--- src/rtl/usb_pkg.sv ---
// Shared encodings for the bulk OUT endpoint: handshake PID types and
// controller state encoding.
package usb_pkg;

    localparam logic [1:0] HSK_ACK   = 2'b00;
    localparam logic [1:0] HSK_NAK   = 2'b01;
    localparam logic [1:0] HSK_NYET  = 2'b10;
    localparam logic [1:0] HSK_STALL = 2'b11;

    typedef enum logic [1:0] {
        IDLE,
        RX_ACCEPT,
        RX_DISCARD,
        HSK
    } state_t;

endpackage

--- src/rtl/bulk_out_flow_ctrl.sv ---
// Bulk OUT endpoint transaction controller: token handshake decision, DATA
// toggle tracking and gating of the byte stream into the OUT FIFO.
// Optional: define BULK_OUT_NYET_EN to answer NYET on accepts when space is low.
module bulk_out_flow_ctrl
    import usb_pkg::*;
#(
    parameter int unsigned MAX_PKT    = 512,
    parameter int unsigned FIFO_DEPTH = 2048,
    parameter int unsigned LEVEL_BITS = 12
) (
    input  logic                  bulk_ep_out_clock,
    input  logic                  reset_n,
    input  logic                  tok_out_i,
    input  logic                  tok_ping_i,
    input  logic                  pid_toggle_i,
    input  logic                  pkt_abort_i,
    input  logic                  halt_i,
    input  logic                  clear_halt_i,
    input  logic [LEVEL_BITS-1:0] level_i,
    input  logic                  s_tvalid_i,
    output logic                  s_tready_o,
    input  logic                  s_tlast_i,
    input  logic [7:0]            s_tdata_i,
    input  logic                  crc_err_i,
    output logic                  m_tvalid_o,
    input  logic                  m_tready_i,
    output logic                  m_tlast_o,
    output logic [7:0]            m_tdata_o,
    output logic                  m_tuser_o,
    output logic                  hsk_valid_o,
    output logic [1:0]            hsk_type_o,
    input  logic                  hsk_ready_i,
    output logic                  toggle_o,
    output logic                  overflow_o
);

    localparam logic [LEVEL_BITS:0] DEPTH_W = (LEVEL_BITS+1)'(FIFO_DEPTH);
    localparam logic [LEVEL_BITS:0] MAX_W   = (LEVEL_BITS+1)'(MAX_PKT);

    state_t          state_q, state_d;
    logic            toggle_q, toggle_d;
    logic            dup_q, dup_d;
    logic            first_q, first_d;
    logic            fwd_q, fwd_d;
    logic            abort_q, abort_d;
    logic            overflow_q, overflow_d;
    logic [1:0]      pend_q, pend_d;
    logic [1:0]      hsk_type_q, hsk_type_d;
    logic [LEVEL_BITS:0] free;
    logic            dup_now;
    logic [1:0]      accept_type;

    assign free = DEPTH_W - {1'b0, level_i};

    // Duplicate status must be known on the first beat itself (a ZLP is first and last).
    assign dup_now = first_q ? (pid_toggle_i != toggle_q) : dup_q;

`ifdef BULK_OUT_NYET_EN
    localparam logic [LEVEL_BITS:0] MAX2_W = (LEVEL_BITS+1)'(2 * MAX_PKT);
    logic nyet_q, nyet_d;

    assign accept_type = nyet_q ? HSK_NYET : HSK_ACK;

    always_ff @(posedge bulk_ep_out_clock) begin
        if (!reset_n) nyet_q <= 1'b0;
        else          nyet_q <= nyet_d;
    end

    always_comb begin
        nyet_d = nyet_q;
        if (state_q == IDLE && tok_out_i) nyet_d = (free < MAX2_W);
    end
`else
    assign accept_type = HSK_ACK;
`endif

    always_ff @(posedge bulk_ep_out_clock) begin
        if (!reset_n) begin
            state_q    <= IDLE;
            toggle_q   <= 1'b0;
            dup_q      <= 1'b0;
            first_q    <= 1'b0;
            fwd_q      <= 1'b0;
            abort_q    <= 1'b0;
            overflow_q <= 1'b0;
            pend_q     <= '0;
            hsk_type_q <= '0;
        end else begin
            state_q    <= state_d;
            toggle_q   <= toggle_d;
            dup_q      <= dup_d;
            first_q    <= first_d;
            fwd_q      <= fwd_d;
            abort_q    <= abort_d;
            overflow_q <= overflow_d;
            pend_q     <= pend_d;
            hsk_type_q <= hsk_type_d;
        end
    end

    always_comb begin
        state_d     = state_q;
        toggle_d    = toggle_q;
        dup_d       = dup_q;
        first_d     = first_q;
        fwd_d       = fwd_q;
        abort_d     = abort_q;
        overflow_d  = overflow_q;
        pend_d      = pend_q;
        hsk_type_d  = hsk_type_q;
        s_tready_o  = 1'b0;
        m_tvalid_o  = 1'b0;
        m_tlast_o   = 1'b0;
        m_tdata_o   = '0;
        m_tuser_o   = 1'b0;
        hsk_valid_o = 1'b0;
        hsk_type_o  = '0;

        case (state_q)
            IDLE: begin
                if (tok_out_i) begin
                    first_d = 1'b1;
                    fwd_d   = 1'b0;
                    abort_d = 1'b0;
                    if (halt_i) begin
                        pend_d  = HSK_STALL;
                        state_d = RX_DISCARD;
                    end else if (free >= MAX_W) begin
                        state_d = RX_ACCEPT;
                    end else begin
                        pend_d  = HSK_NAK;
                        state_d = RX_DISCARD;
                    end
                end else if (tok_ping_i) begin
                    hsk_type_d = halt_i ? HSK_STALL : ((free >= MAX_W) ? HSK_ACK : HSK_NAK);
                    state_d    = HSK;
                end
            end

            RX_ACCEPT: begin
                if (pkt_abort_i || abort_q) begin
                    // Close a partially forwarded frame with a bad-flagged terminator beat.
                    if (fwd_q) begin
                        m_tvalid_o = 1'b1;
                        m_tlast_o  = 1'b1;
                        m_tuser_o  = 1'b1;
                        if (m_tready_i) state_d = IDLE;
                        else            abort_d = 1'b1;
                    end else begin
                        state_d = IDLE;
                    end
                end else begin
                    m_tvalid_o = s_tvalid_i;
                    s_tready_o = m_tready_i;
                    m_tdata_o  = s_tdata_i;
                    m_tlast_o  = s_tlast_i;
                    m_tuser_o  = s_tlast_i & (dup_now | crc_err_i);
                    if (s_tvalid_i && !m_tready_i) overflow_d = 1'b1;
                    if (s_tvalid_i && m_tready_i) begin
                        first_d = 1'b0;
                        fwd_d   = 1'b1;
                        dup_d   = dup_now;
                        if (s_tlast_i) begin
                            if (crc_err_i) begin
                                state_d = IDLE;
                            end else begin
                                state_d    = HSK;
                                hsk_type_d = accept_type;
                                if (!dup_now) toggle_d = ~toggle_q;
                            end
                        end
                    end
                end
            end

            RX_DISCARD: begin
                s_tready_o = 1'b1;
                if (pkt_abort_i) begin
                    state_d = IDLE;
                end else if (s_tvalid_i && s_tlast_i) begin
                    if (crc_err_i) begin
                        state_d = IDLE;
                    end else begin
                        state_d    = HSK;
                        hsk_type_d = pend_q;
                    end
                end
            end

            HSK: begin
                hsk_valid_o = 1'b1;
                hsk_type_o  = hsk_type_q;
                if (hsk_ready_i) state_d = IDLE;
            end

            default: state_d = IDLE;
        endcase

        if (clear_halt_i) toggle_d = 1'b0;
    end

    assign toggle_o   = toggle_q;
    assign overflow_o = overflow_q;

endmodule

--- config.mk ---
export PLATFORM = sky130hd
export DESIGN_NAME = bulk_out_flow_ctrl
export DESIGN_NICKNAME = d
export VERILOG_FILES = /design/src/rtl/usb_pkg.sv /design/src/rtl/bulk_out_flow_ctrl.sv
export SDC_FILE = /design/constraint.sdc
export NUM_CORES = 1
export LEC_CHECK = 0
export CAP_MARGIN = 0
export CORE_MARGIN = 2
export CORE_UTILIZATION = 42
export CTS_BUF_LIST = sky130_fd_sc_hd__clkbuf_4
export DETAILED_ROUTE_END_ITERATION = 8
export PLACE_DENSITY = 0.9
export SETUP_SLACK_MARGIN = 0.2
export SLEW_MARGIN = 20
export SYNTH_ARGS = -nofsm -noshare
export SYNTH_HDL_FRONTEND = slang
export SYNTH_SLANG_ARGS = --single-unit
--- constraint.sdc ---
create_clock -name bulk_ep_out_clock -period 2.5 [get_ports bulk_ep_out_clock]
set_input_delay 0.5 -clock bulk_ep_out_clock [delete_from_list [all_inputs] [get_ports bulk_ep_out_clock]]
set_output_delay 0.5 -clock bulk_ep_out_clock [all_outputs]
set_load 0.02 [all_outputs]
# Word-level counts from Yosys, hierarchy flattened
# Index checks and enable logic that the tools add are counted.
[classes]
addsub = 1
multipliers = 0
div = 0
magnitude_cmp = 1
eq_ne = 24
n_shift = 0
muxes = 54
bitwise_logic = 7
reduce_logical = 17
[ops]
columns = ["operator", "count"]
rows = [
  ["$mux W2", 26],
  ["$ne A2 B2 Y1 const B", 15],
  ["$mux W1", 20],
  ["$mux W8", 2],
  ["$ge A13 B10 Y1 const B", 1],
  ["$sub A12 B12 Y13 const A", 1],
  ["$ne A3 B3 Y1 const B", 4],
  ["$reduce_and A6 Y1", 2],
  ["$reduce_and A10 Y1", 1],
  ["$reduce_and A3 Y1", 3],
  ["$pmux W1 S2", 4],
  ["$pmux W2 S4", 1],
  ["$pmux W2 S3", 1],
  ["$not A1 Y1", 5],
  ["$reduce_and A5 Y1", 1],
  ["$eq A2 B2 Y1 const B", 2],
  ["$ne A4 B4 Y1 const B", 1],
  ["$reduce_and A4 Y1", 1],
  ["$logic_and A1 B1 Y1", 3],
  ["$reduce_bool A3 Y1", 1],
  ["$eq A2 B1 Y1 const B", 1],
  ["$logic_not A2 Y1", 1],
  ["$reduce_bool A2 Y1", 1],
  ["$reduce_or A2 Y1", 1],
  ["5 further kinds", 5],
]
[totals]
ff_bits = 12
latchBits = 0
ram_bits = 0
mem_bits_ro = 0
input_bits = 33
output_inout_bits = 17
elab_cells = 113
memories = 0

# Logic depth before layout (Yosys ltp)
[depth]
ltp_word = 7
depth_mapped = 7
mapped_depth_nobuf = 6

# Worst setup path after synthesis
# Ideal clock, no wire load.
[synth_path]
path_kind = "input -> output"
start = "input port pkt_abort_i"
end = "output port m_tuser_o"
t_arrival_ns = 1.539
slack_ns = 0.461
path_stages = 5
n_path_buf = 1
path_cell_list = "buf_6 > nor2_1 > nand2_1 > a21oi_1 > o41a_1"
[synth_between]
elab_chain_cells = 3
[synth_rtl]
columns = ["item", "line", "source"]
rows = [
  ["from (decl)", "bulk_out_flow_ctrl.sv:16", "input logic pkt_abort_i,"],
  ["$logic_or A1 B1 Y1", "bulk_out_flow_ctrl.sv:141", "if (pkt_abort_i || abort_q) begin"],
  ["$mux W1", "bulk_out_flow_ctrl.sv:141", ""],
  ["$mux W1", "bulk_out_flow_ctrl.sv:119", "case (state_q)"],
  ["to (decl)", "bulk_out_flow_ctrl.sv:29", "output logic m_tuser_o,"],
]
# No other way between the ends.

# Worst setup path after layout
[layout_path]
start = "register state_q[0]"
end = "output port hsk_type_o[1]"
[layout_between]
elab_chain_cells = 2
[layout_rtl]
columns = ["item", "line", "source"]
rows = [
  ["from (decl)", "bulk_out_flow_ctrl.sv:40", "state_t state_q, state_d;"],
  ["from (signal assigned)", "bulk_out_flow_ctrl.sv:89", "state_q <= state_d;"],
  ["$eq A2 B2 Y1", "bulk_out_flow_ctrl.sv:119", ""],
  ["$mux W2", "bulk_out_flow_ctrl.sv:119", ""],
  ["to (decl)", "bulk_out_flow_ctrl.sv:31", "output logic [1:0] hsk_type_o,"],
]
# No other way between the ends.

==> qor.tcl <==
set qor(final.setup_skew_ps) 6.556
set qor(port_buffers) 49
set qor(clkSlewWorstSetupHoldPaths_ps) 80
set qor(register_to_register_path_depth) 6
set qor(remaining_drc_errors) 0
set qor(met2_length_um) 1344
set qor(critical_path_at_ps) 1770
set qor(finish.utilization) 0.7393
set qor(ys_seq_area_frac) 0.2689
set qor(critical_path.startpoint_type) {flop}
set qor(cts_tree) {yes}
set qor(synth_top_cells_by_area) {dfxtp_1 (27%), and2_1 (7.7%), ha_1 (5.6%), a21oi_1 (3.9%), inv_1 (3.4%)}
set qor(dieArea_sq_um) 2512
set qor(worst_margin_slew_ps) 506.3
set qor(min_path_cells) 2
set qor(io_pins) 50
set qor(share_comb_of_total_power) 0.598
set qor(power.internal_uw) 578.9
set qor(syn_area_per_cell_sq_um) 8.121
set qor(synth.distinct_cells) 41
set qor(power_switching_uw) 411.1
set qor(overflow_after_grt) 0
set qor(pin_count_of_the_biggest_net_entering_global_routing) 10
set qor(cts_hold_repair.buffers) 0
set qor(yosys_register_bits) 12
set qor(finalSetupTns_ps) 0
set qor(routed_wl_um) 2646
set qor(gp_routability_congestion) 0.7694
set qor(first_pass_iters) 4
set qor(floorplan.initialDensity) 0.4508
set qor(power.sequential.fraction) 0.276
set qor(layout_worst_path_cycle_share) 0.9066
set qor(antenna_cells) 0
set qor(clk_root_buffer_cell) {clkbuf_4}
set qor(slew-limit-headroom) 0.6581
set qor(synth_nets) 147
set qor(tritoncts_num_sinks) 12
set qor(timing.max_cap.violations) 0
set qor(syn_inst) 110
set qor(detailedPlacementHpwl_um) 2159
set qor(die_width_um) 50.12
set qor(power.switching_fraction) 0.4153
set qor(slew_violations) 0
set qor(cp-end-kind) {output port}
set qor(htree_levels) 1
set qor(setup_violations) 0
set qor(yosys.area.top_type_share) 0.2689
set qor(global_route_wire_length_before_repair_um) 4540
set qor(outcome) {completed}
set qor(crit_required_ps) 2000
set qor(final_critical_path_setup_slack_ps) 233.4
set qor(nFillCells) 153
set qor(wl_met1_um) 985
set qor(layout-drive-gt1-share) 0.1824
set qor(routedWlPerCell_um) 13.43
set qor(yosysMostFrequentCell) {dfxtp_1}
set qor(sequential_cell_area_sq_um) 241.5
set qor(netlist_area_sq_um) 893.4
set qor(routed_length_on_met3_um) 275
set qor(power.leakage_uw) 0.0006153
set qor(whs_ps) 475.5
set qor(highest-signal-layer) {met4}
set qor(drtAntennaViolNets) 0
set qor(die_height_um) 50.12
set qor(hold_class) {reg -> reg}
set qor(core_area_sq_um) 1982
set qor(vias_per_cell) 5.416
set qor(detailed_route_via_count) 1067
set qor(std_cell_rows) 16
set qor(power.clock.fraction) 0.127
set qor(ys_warn_count) 0
set qor(nNetsFinal) 208
set qor(synth-edff-count) 0
set qor(area_delta_synth_final_pct) 64.01
set qor(antenna_found_initial) 0
set qor(pre_cts_slack_ps) -252.3
set qor(powerDensity_nw_per_um2) 675.7
set qor(synth_common_cells) {dfxtp_1 (12), and2_1 (11), inv_1 (8), a21oi_1 (7), nor2_1 (7)}
set qor(track_usage) 0.2317
set qor(cts_made_buffers) 3
set qor(timing.final.hold_violations) 0
set qor(critical_path_class) {reg -> out}
set qor(max_clock_freq_ghz) 0.4412
set qor(crit_path_max_fanout) 5
set qor(setup_repair_after_global_routing_missed_its_margin) {yes}
set qor(clk_path_buf_depth) 2
set qor(vdd_ir_drop_max_v) 0.0005056
set qor(first_global_vias) 1085
set qor(synthFlopType) {dfxtp_1}
set qor(first_iter_violations) 19
set qor(clk_latency_ps) 280
set qor(multi_input_combinational_cell_area_sq_um) 608.1
set qor(synth_async_reset_ratio) 0
set qor(shortest_period_the_worst_path_allows_ps) 2267
set qor(synth_area_leader_cell) {dfxtp_1}
timing repair:
item,CTS,global route
buffers inserted,1,0
setup endpoints to repair,12,11
pin swaps,1,0
resized for setup,25,14
endpoints found under the hold margin,0,0
sequential cells by signal, indices dropped and copies added (netlist names):
| register | flops |
|---|---|
| dup_q | 1 |
| overflow_o | 1 |
| fwd_q | 1 |
| first_q | 1 |
| toggle_o | 1 |
| hsk_type_q | 2 |
| abort_q | 1 |
| state_q | 2 |
| pend_q | 2 |
kinds of logic (layout without fill, tap and decap cells):
kind of cell | Yosys count | after routing | share of synthesized area
muxes | 1 | 1 | 0.01120
adders and majority gates | 4 | 4 | 0.05602
xor gates and xnor gates | 2 | 2 | 0.01961
DFF | 12 | 12 | 0.2689
buffers and inverters | 12 | 72 | 0.06723
AOI/OAI and AO/OA | 31 | 31 | 0.2633
and+or+nand+nor | 48 | 48 | 0.3137
cell usage in the layout (no fill, tap or decap), types with 2 or more instances in the layout:
master,count
nand4bb_1,2
and2_1,11
dlygate4sd2_1,2
inv_1,8
nand4_1,2
o21ai_0,4
nor3_1,2
nand2_1,6
buf_4,11
o221a_1,2
nor3b_1,2
nor2_1,6
nand3_1,4
o21a_1,2
clkbuf_2,9
nand2b_1,3
a21boi_0,2
nand3b_1,2
clkdlybuf4s50_1,36
clkbuf_4,3
ha_1,3
nor2b_1,3
a31oi_1,2
dfxtp_1,11
a21oi_1,7
routing by layer:
layer	up-vias	GRT usage
li1	523	-
met1	474	0.2389
met2	63	0.4386
met3	7	0.05758
met4	0	0.08796
met5	-	0
path summary, 6_finish.rpt:
| path | startpoint | to | slack, ps |
|---|---|---|---|
| min reg2reg | fwd_q | fwd_q | 480 |
| min | fwd_q | fwd_q | 480 |
| max reg2reg | state_q[0] | state_q[0] | 660 |
| max | state_q[0] | hsk_type_o[1] | 230 |
metrics by stage:
step / cells / cell area, sq um / power, uW
after floorplan: 110 / 893.4 / 645.5
after global placement: 192 / 1463 / 855.0
after detailed placement: 192 / 1463 / 873.8
after CTS: 197 / 1498 / 988.0
after global routing: 197 / 1465 / 1085
final: 197 / 1465 / 990.0
critical path, stage by stage, from the launching register on:
cell	delay (ps)
dfxtp_1	430
ha_1	300
and2_1	160
clkdlybuf4s50_1	600
power by group through the flow:
stage / sequential (uW) / clock [uW] / combinational, uW
CTS: 269 / 128 / 592
global route: 281 / 142 / 663
detailed placement: 273 / 0 / 601
global placement: 270 / 0 / 585
floorplan: 266 / 0 / 379
finish: 273 / 126 / 592
final cells by class:
| type | count | share of cell area |
|---|---|---|
| clock buffers | 3 | 0.01537 |
| flip-flops and latches | 12 | 0.1648 |
| multi-input cells | 86 | 0.4150 |
| inverters | 8 | 0.02050 |
| well taps | 27 | 0.02306 |
| clock inverters | 1 | 0.002562 |
| repair buffers | 60 | 0.3587 |
(Power assumes the default switching activity.)
